===== config.mk =====
export PLATFORM = sky130hd
export DESIGN_NAME = instr_fetch_flat
export DESIGN_NICKNAME = d
export VERILOG_FILES = /design/src/rtl/cpu8_pkg.sv /design/src/rtl/instr_fetch_if.sv /design/src/rtl/fetch_pc.sv /design/src/rtl/instr_fetch.sv /design/src/flat_wrapper.sv
export SDC_FILE = /design/constraint.sdc
export NUM_CORES = 1
export LEC_CHECK = 0
export CAP_MARGIN = 25
export CORE_MARGIN = 2
export CORE_UTILIZATION = 43
export CTS_CLUSTER_DIAMETER = 40
export DETAILED_ROUTE_END_ITERATION = 8
export GPL_ROUTABILITY_DRIVEN = 0
export PLACE_DENSITY_LB_ADDON = 0.1
export SYNTH_ARGS = -nofsm -noshare
export SYNTH_HDL_FRONTEND = slang
export SYNTH_HIERARCHICAL = 1
export SYNTH_SLANG_ARGS = --single-unit

===== constraint.sdc =====
create_clock -name clk -period 2.35 [get_ports clk]
set_clock_uncertainty 0.2 [all_clocks]
set_input_delay 0.3525 -clock clk [delete_from_list [all_inputs] [get_ports clk]]
set_output_delay 0.3525 -clock clk [all_outputs]
set_load 0.005 [all_outputs]

===== src/rtl/cpu8_pkg.sv =====
// Shared widths and fetch state encoding for the 8-bit CPU front end.
package cpu8_pkg;
   localparam int unsigned ADDR_W  = 8;
   localparam int unsigned INSTR_W = 24;

   typedef enum logic [1:0] {
      IDLE  = 2'd0,
      ISSUE = 2'd1,
      WAIT  = 2'd2,
      HOLD  = 2'd3
   } fetch_state_e;
endpackage


===== src/rtl/instr_fetch_if.sv =====
// Fetch unit bus: RAM read port, control inputs and the instruction handshake.
interface instr_fetch_if;
   import cpu8_pkg::*;

   logic [ADDR_W-1:0]  address;
   logic               er;
   logic [INSTR_W-1:0] data_out;
   logic               start;
   logic               halt;
   logic               jump;
   logic [ADDR_W-1:0]  jump_addr;
   logic [INSTR_W-1:0] instr;
   logic               instr_valid;
   logic               instr_ready;
   logic [ADDR_W-1:0]  pc;

   modport master (
      output address, er, instr, instr_valid, pc,
      input  data_out, start, halt, jump, jump_addr, instr_ready
   );

   modport slave (
      input  address, er, instr, instr_valid, pc,
      output data_out, start, halt, jump, jump_addr, instr_ready
   );
endinterface


===== src/rtl/fetch_pc.sv =====
// Program counter register: reset value, absolute load and wrapping increment.
module fetch_pc
   import cpu8_pkg::*;
#(
   parameter logic [ADDR_W-1:0] RESET_PC = 8'h00
) (
   input  logic              clk,
   input  logic              rst,
   input  logic              load_i,
   input  logic [ADDR_W-1:0] load_addr_i,
   input  logic              inc_i,
   output logic [ADDR_W-1:0] pc_o
);
   logic [ADDR_W-1:0] pc_q, pc_d;

   // Load wins over increment so a jump on a completing handshake redirects.
   always_comb begin
      pc_d = pc_q;
      if (load_i) begin
         pc_d = load_addr_i;
      end else if (inc_i) begin
         pc_d = pc_q + ADDR_W'(1);
      end
   end

   always_ff @(posedge clk) begin
      if (rst) begin
         pc_q <= RESET_PC;
      end else begin
         pc_q <= pc_d;
      end
   end

   assign pc_o = pc_q;
endmodule


===== src/rtl/instr_fetch.sv =====
// Instruction fetch FSM: issues one RAM read per instruction and holds the
// result until the consumer accepts it.
module instr_fetch
   import cpu8_pkg::*;
#(
   parameter logic [ADDR_W-1:0] RESET_PC = 8'h00,
   parameter int unsigned       RD_LAT   = 1
) (
   input  logic          clk,
   input  logic          rst,
   instr_fetch_if.master bus
);
   localparam int unsigned      CNT_W     = 2;
   localparam logic [CNT_W-1:0] WCNT_LAST = CNT_W'(RD_LAT - 1);

   fetch_state_e       state_q, state_d;
   logic [CNT_W-1:0]   wcnt_q, wcnt_d;
   logic [ADDR_W-1:0]  addr_q, addr_d;
   logic [INSTR_W-1:0] instr_q, instr_d;
   logic [ADDR_W-1:0]  pc;
   logic               pc_load, pc_inc;

   fetch_pc #(
      .RESET_PC (RESET_PC)
   ) u_fetch_pc (
      .clk         (clk),
      .rst         (rst),
      .load_i      (pc_load),
      .load_addr_i (bus.jump_addr),
      .inc_i       (pc_inc),
      .pc_o        (pc)
   );

   always_comb begin
      state_d = state_q;
      wcnt_d  = wcnt_q;
      addr_d  = addr_q;
      instr_d = instr_q;
      pc_load = 1'b0;
      pc_inc  = 1'b0;

      // The read was issued this cycle whatever happens next, so remember it.
      if (state_q == ISSUE) begin
         addr_d = pc;
      end

      if (bus.halt) begin
         pc_load = bus.jump;
         state_d = IDLE;
         wcnt_d  = '0;
      end else if (bus.jump) begin
         pc_load = 1'b1;
         state_d = (state_q == IDLE) ? IDLE : ISSUE;
         wcnt_d  = '0;
      end else begin
         unique case (state_q)
            IDLE: begin
               if (bus.start) begin
                  state_d = ISSUE;
               end
            end
            ISSUE: begin
               state_d = WAIT;
               wcnt_d  = '0;
            end
            WAIT: begin
               if (wcnt_q == WCNT_LAST) begin
                  instr_d = bus.data_out;
                  state_d = HOLD;
                  wcnt_d  = '0;
               end else begin
                  wcnt_d = wcnt_q + CNT_W'(1);
               end
            end
            HOLD: begin
               if (bus.instr_ready) begin
                  pc_inc  = 1'b1;
                  state_d = ISSUE;
               end
            end
            default: state_d = IDLE;
         endcase
      end
   end

   always_ff @(posedge clk) begin
      if (rst) begin
         state_q <= IDLE;
         wcnt_q  <= '0;
         addr_q  <= '0;
         instr_q <= '0;
      end else begin
         state_q <= state_d;
         wcnt_q  <= wcnt_d;
         addr_q  <= addr_d;
         instr_q <= instr_d;
      end
   end

   assign bus.er          = (state_q == ISSUE);
   assign bus.address     = (state_q == ISSUE) ? pc : addr_q;
   assign bus.instr       = instr_q;
   assign bus.instr_valid = (state_q == HOLD);
   assign bus.pc          = pc;
endmodule


===== src/flat_wrapper.sv =====
// flat-port wrapper written by rule: the top's interface ports become plain ports
module instr_fetch_flat import cpu8_pkg::*;
#(
   parameter logic [ADDR_W-1:0] RESET_PC = 8'h00,
   parameter int unsigned       RD_LAT   = 1
)
  (clk, rst, bus_address, bus_er, bus_instr, bus_instr_valid, bus_pc, bus_data_out, bus_start, bus_halt, bus_jump, bus_jump_addr, bus_instr_ready);
  instr_fetch_if bus_i ();
  input  logic clk;
  input  logic rst;
  output wire logic [$bits(bus_i.address)-1:0] bus_address;
  output wire logic [$bits(bus_i.er)-1:0] bus_er;
  output wire logic [$bits(bus_i.instr)-1:0] bus_instr;
  output wire logic [$bits(bus_i.instr_valid)-1:0] bus_instr_valid;
  output wire logic [$bits(bus_i.pc)-1:0] bus_pc;
  input wire logic [$bits(bus_i.data_out)-1:0] bus_data_out;
  input wire logic [$bits(bus_i.start)-1:0] bus_start;
  input wire logic [$bits(bus_i.halt)-1:0] bus_halt;
  input wire logic [$bits(bus_i.jump)-1:0] bus_jump;
  input wire logic [$bits(bus_i.jump_addr)-1:0] bus_jump_addr;
  input wire logic [$bits(bus_i.instr_ready)-1:0] bus_instr_ready;
  assign bus_address = bus_i.address;
  assign bus_er = bus_i.er;
  assign bus_instr = bus_i.instr;
  assign bus_instr_valid = bus_i.instr_valid;
  assign bus_pc = bus_i.pc;
  assign bus_i.data_out = bus_data_out;
  assign bus_i.start = bus_start;
  assign bus_i.halt = bus_halt;
  assign bus_i.jump = bus_jump;
  assign bus_i.jump_addr = bus_jump_addr;
  assign bus_i.instr_ready = bus_instr_ready;
  instr_fetch #(.RESET_PC(RESET_PC), .RD_LAT(RD_LAT)) u_core (.clk(clk), .rst(rst), .bus(bus_i));
endmodule

==> reports/results.ini, run 1 <==
[clock_network]
clk_latency_ns = 0.30
cts_root_buf = clkbuf_8
htree_levels = 2
cts_hold_buf = 0
numCtsBuffers = 5
cts_sinks = 44
clockBufferDepth = 2
cts.clk_slew.worst_paths_ns = 0.08
cts_tree = built

[synth]
ys_top_cells_by_count = nand2_1, dfxtp_1, a21oi_1, nor2b_1, mux2_2
synth_nets = 271
ys_seq_elements = 44
ys.flop_type = dfxtp_1
synth_edf_count = 0
synth_top_area_frac = 0.441
yosys_warnings = 6
postSynth.asyncResetShare = 0
synth_cell_types = 35
synth_area_leaders = dfxtp_1, nand2_1, a21oi_1, mux2_2, ha_1
syn_area_um2 = 2000
yosysMostFrequentCell = nand2_1
postSynthCellCount = 225
ys_seq_area_frac = 0.441
syn_avg_cell_area_um2 = 8.87
yosys.area.top_type = dfxtp_1

[drt]
drt-total-wl_mm = 4.62
drc = 0
drtPass1Iterations = 4
wire_per_inst_um = 12.9
routed-via-count = 1800
first_iter_violations = 91
vias_per_cell = 5.04
ant_nets = 0

[place]
post_dp_cell_area_um2 = 2830
dp.cells = 349
hpwl_mm = 3.30
io_buffers = 79

[floorplan]
die-height_um = 72.1
chipWidth_um = 72.1
coreArea_um2 = 4410
dieArea_um2 = 5200
start_util = 0.452
std_cell_rows = 24
ios = 80

[critical_path]
reg2reg_to = u_core/u_fetch_pc/pc_o[5]$_SDFFE_PP0P_
crit_fanout = 4
crit_required_ns = 2.37
reg2reg_from = u_core/state_q[1]$_SDFFE_PP0P_
end_kind = register
rrSetupSlack_ns = 0.16
critical_path_class = reg -> reg
reg2regPathDepth = 7
worstSetupStartpointType = register
arrival_ns = 2.21

[timing]
hold_viol_final = 0
finalMaxSlewViolations = 0
min_period_ns = 2.19
worst_slew_pin_slew_ns = 0.501
fmax_ghz = 0.456
setup_viol = 0
grt_setup_unrepaired = false
slew_headroom = 0.666
fin_crit_sh = 0.933
holdWs_ns = 0.148

[grt]
grt_pass1_vias = 1695
grt_usage = 0.184
grt_pass1_wl_mm = 7.49
grt_overflow = 0
grt_max_degree = 38
antenna_found_initial = 0

[cells_and_area]
syn_to_final_growth_pct = 46.3
fin_nets = 351
layout-drive-gt1-share = 0.118
stdcell_count = 357
finalInstanceArea_um2 = 2920
final_core_util = 0.661
n_antenna_cell = 0

[power_and_ir_drop]
powerDensity_nw_per_um2 = 475
leakage_nw = 1.09
ir_worst_vdd_uv = 283

[min_path]
hp-class = in -> reg
holdPathEnd = u_core/bus.instr[0]$_SDFFE_PP0P_
holdPathStages = 2
hp-start = rst

[run]
drv_cap = 0

[status]
status = finished, final reports clean

==> per-layer routing <==
| layer | wire length, um | vias to the layer above | GRT usage | part of all wire |
|---|---|---|---|---|
| met5 | 0 | - | 0 | 0 |
| met4 | 86 | 0 | 0.0881 | 0.019 |
| met3 | 290 | 9 | 0.0431 | 0.063 |
| met2 | 2240 | 48 | 0.311 | 0.49 |
| met1 | 2000 | 822 | 0.218 | 0.43 |
| li1 | - | 921 | - | - |
==> cell type report <==
type,instances,area (um2)
fillers,411,1500
multi-input cells,161,996
flip-flops and latches,44,886
repair buffers,87,868
clock buffers,5,68.8
well taps,52,65.1
inverters,6,22.5
clock inverters,2,12.5
==> timing repair <==
| item | in CTS | in global routing |
|---|---|---|
| setup endpoints to repair | 8 | 2 |
| gates cloned | 0 | 0 |
| resized for setup | 10 | 3 |
| setup buffers | 1 | 0 |
==> worst max-delay path, stage by stage (launching register included) <==
cell and delay, ns:
dfxtp_2 0.34, buf_4 0.12, ha_1 0.19, nand2_1 0.07, nor3_1 0.22, or3b_1 0.39, or4_1 0.49, o211ai_1 0.10
==> state kept, by name (all words and copies together), names as in the netlist <==
signal                  cells
u_core/addr_q               8
u_core/wcnt_q               2
u_core/bus.instr           24
u_core/state_q              2
u_core/u_fetch_pc/pc_o      8
==> layout by cell type (no fill, tap or decap), types with 2 or more instances in the layout <==
cell type	Yosys	layout
ha_1	8	7
or4_1	2	2
buf_12	0	2
nand3_1	6	6
mux2i_1	2	2
xor2_1	4	4
dfxtp_1	44	42
nand2b_1	5	5
nor2b_1	11	11
nand2_1	51	51
buf_4	2	6
nor3b_1	3	3
a21oi_2	5	5
dlygate4sd2_1	0	6
mux2_2	9	9
clkbuf_8	2	5
nor3_1	2	2
a21oi_1	25	25
a211oi_1	3	3
o211ai_1	4	4
clkdlybuf4s50_1	0	70
o31ai_1	2	2
nand4_1	5	5
nor2_1	5	5
inv_1	6	5
dlymetal6s2s_1	0	2
==> how the worst max path moves through the flow <==
| stage | start | end | slack [ns] | cells past startpoint |
|---|---|---|---|---|
| global placement | bus_instr_ready | u_core/u_fetch_pc/pc_o[7]$_SDFFE_PP0P_ | 0.02 | 6 |
| finish | u_core/state_q[1]$_SDFFE_PP0P_ | u_core/u_fetch_pc/pc_o[5]$_SDFFE_PP0P_ | 0.16 | 7 |
| detailed placement | bus_instr_ready | u_core/u_fetch_pc/pc_o[5]$_SDFFE_PP0P_ | -0.05 | 6 |
| global route | u_core/state_q[1]$_SDFFE_PP0P_ | u_core/u_fetch_pc/pc_o[5]$_SDFFE_PP0P_ | 0.02 | 7 |
| floorplan | u_core/state_q[0]$_SDFFE_PP0P_ | u_core/u_fetch_pc/pc_o[7]$_SDFFE_PP0P_ | 0.22 | 7 |
| CTS | u_core/state_q[1]$_SDFFE_PP0P_ | bus_address[4] | 0.005 | 5 |
==> kinds of logic after synthesis <==
group,Yosys count,share of synthesized area
XOR/XNOR,4,0.0176
adder cells (fa/ha/maj),8,0.0502
flip-flops,44,0.441
multiplexers,11,0.0608
AO/OA/AOI/OAI,41,0.127
AND/OR/NAND/NOR,97,0.243
buffers and inverters,20,0.0608
==> report_power, final <==
part | internal (mW) | switching [mW] | leakage, nW
logic | 0.104 | 0.0537 | 0.688
registers | 0.756 | 0.0164 | 0.358
clock network | 0.201 | 0.256 | 0.0400
total | 1.06 | 0.326 | 1.09
==> per-stage QoR <==
stage | setup slack (ns) | TNS, ns | power, mW
floorplan | 0.222 | 0 | 0.842
global placement | 0.0240 | 0 | 0.950
finish | 0.158 | 0 | 1.39
global route | 0.0178 | 0 | 1.44
CTS | 0.00457 | 0 | 1.41
detailed placement | -0.0458 | -0.0704 | 0.951
Power figures use the tool's default switching activity.
==> inputs of run 2 (changes only) <==
Settings changed: CAP_MARGIN 25 to 20.
==> results of run 2 <==
The final DEF is identical to that of run 1; final timing and power are the same.
==> inputs of run 3 (changes only) <==
Settings changed: TNS_END_PERCENT from default to 50.
==> run 3 against run 2 <==
Effect of this change:
- critical path depth is 2 lower
- routed wire length is 0.41% lower
- global-route usage is 0.058 points lower
- largest power group unchanged
- fmax is 0.38% higher
- die area stayed put
- combinational power hardly changed
- power hardly changed
- non-clock buffer count is 1 lower
- highest routed layer unchanged
- sequential power hardly changed
==> reports/results.ini, run 3 (synthesized netlist as in run 1, its figures left out) <==
[critical_path]
crit_family = buffers and inverters
reg2reg_from = u_core/state_q[0]$_SDFFE_PP0P_
crit_required_ns = 1.80
worstSetupStartpointType = register
critical_path_class = reg -> out
end_kind = output pin
worstPathCellList = inv_2 > ha_2 > buf_12 > mux2_2 > dlygate4sd2_1
arrival_ns = 1.63
cp_num_buf_inv = 3
crit_fanout = 9
cp_slowest_stage_delay_ns = 0.35
crit_slowest_cell = dfxtp_2
crit_start = u_core/state_q[1]$_SDFFE_PP0P_

[place]
post_dp_cell_area_um2 = 2830
hpwl_mm = 3.30
io_buffers = 79

[drt]
ant_nets = 0
vias_per_cell = 5.06
first_iter_violations = 93
routed-via-count = 1803
drc = 0
wire_per_inst_um = 12.9
drt-total-wl_mm = 4.60
drtPass1Iterations = 4

[clock_network]
clockBufferDepth = 2
cts_sinks = 44
numCtsBuffers = 5
cts.clk_slew.worst_paths_ns = 0.08
clk_latency_ns = 0.30
htree_levels = 2
cts_tree = built
cts_hold_buf = 0
cts_root_buf = clkbuf_8

[timing]
hold_viol_final = 0
grt_setup_unrepaired = false
fmax_ghz = 0.458
holdWs_ns = 0.147
worst_slew_pin_slew_ns = 0.501
setup_viol = 0
fin_crit_sh = 0.929
finalMaxSlewViolations = 0
min_period_ns = 2.18
slew_headroom = 0.666

[grt]
grt_pass1_wl_mm = 7.46
grt_usage = 0.183
antenna_found_initial = 0
grt_pass1_vias = 1695
grt_overflow = 0
grt_max_degree = 38

[power_and_ir_drop]
ir_worst_vdd_uv = 282
p_total_mw = 1.39
leakage_nw = 1.05
powerDensity_nw_per_um2 = 478

[floorplan]
start_util = 0.452
die-height_um = 72.1
std_cell_rows = 24
coreArea_um2 = 4410
chipWidth_um = 72.1
ios = 80
dieArea_um2 = 5200

[cells_and_area]
largest_reg_flops = 24
layout-drive-gt1-share = 0.115
syn_to_final_growth_pct = 45.4
n_antenna_cell = 0
layout_common_cells = clkdlybuf4s50_1, nand2_1, dfxtp_1
finalInstanceArea_um2 = 2900
fin_nets = 350
layout_commonest_cell = clkdlybuf4s50_1

[run]
drv_cap = 0

[status]
status = finished, final reports clean

[min_path]
hp-start = rst
hp-class = in -> reg

## run 3: area by class of cell
class,count,area [um2]
Sequential cell,44,883
Fill cell,414,1510
Clock inverter,2,12.5
Timing Repair Buffer,86,853
Clock buffer,5,68.8
Tap cell,52,65.1
Multi-Input combinational cell,161,996
Inverter,6,22.5
## run 3: routing by layer
metal | wire (um) | vias to the layer above | global-route usage | share of wire
li1 | - | 920 | - | -
met1 | 2010 | 821 | 0.217 | 0.44
met2 | 2210 | 53 | 0.311 | 0.48
met3 | 301 | 9 | 0.0431 | 0.065
met4 | 86 | 0 | 0.0881 | 0.019
met5 | 0 | - | 0 | 0
## run 3: final timing paths
kind                                                 end  slack (ns)  cells after the start
setup / recovery                          bus_address[2]        0.17                      5
setup reg to reg  u_core/u_fetch_pc/pc_o[5]$_SDFFE_PP0P_        0.21                      6
hold / removal          u_core/bus.instr[0]$_SDFFE_PP0P_        0.15                      2
hold reg to reg        u_core/bus.instr[16]$_SDFFE_PP0P_        0.26                      2
## run 3: what timing repair did
item	CTS	global route
buffers inserted	0	0
endpoints found under the setup margin	8	0
resized for setup	12	0
## run 3: report_power, final
part	internal [mW]	switching, mW
Combinational	0.103	0.0535
Clock	0.201	0.255
Sequential	0.757	0.0165
Total	1.06	0.325
## run 3: stage by stage
stage | std cells | setup slack (ns) | TNS [ns] | utilization
after floorplan | 225 | 0.222 | 0 | -
after global placement | 349 | 0.0240 | 0 | 0.640
after detailed placement | 349 | -0.0458 | -0.0704 | 0.640
after CTS | 356 | 0.139 | 0 | 0.657
after global routing | 356 | 0.0739 | 0 | 0.657
final | 356 | 0.166 | 0 | 0.657
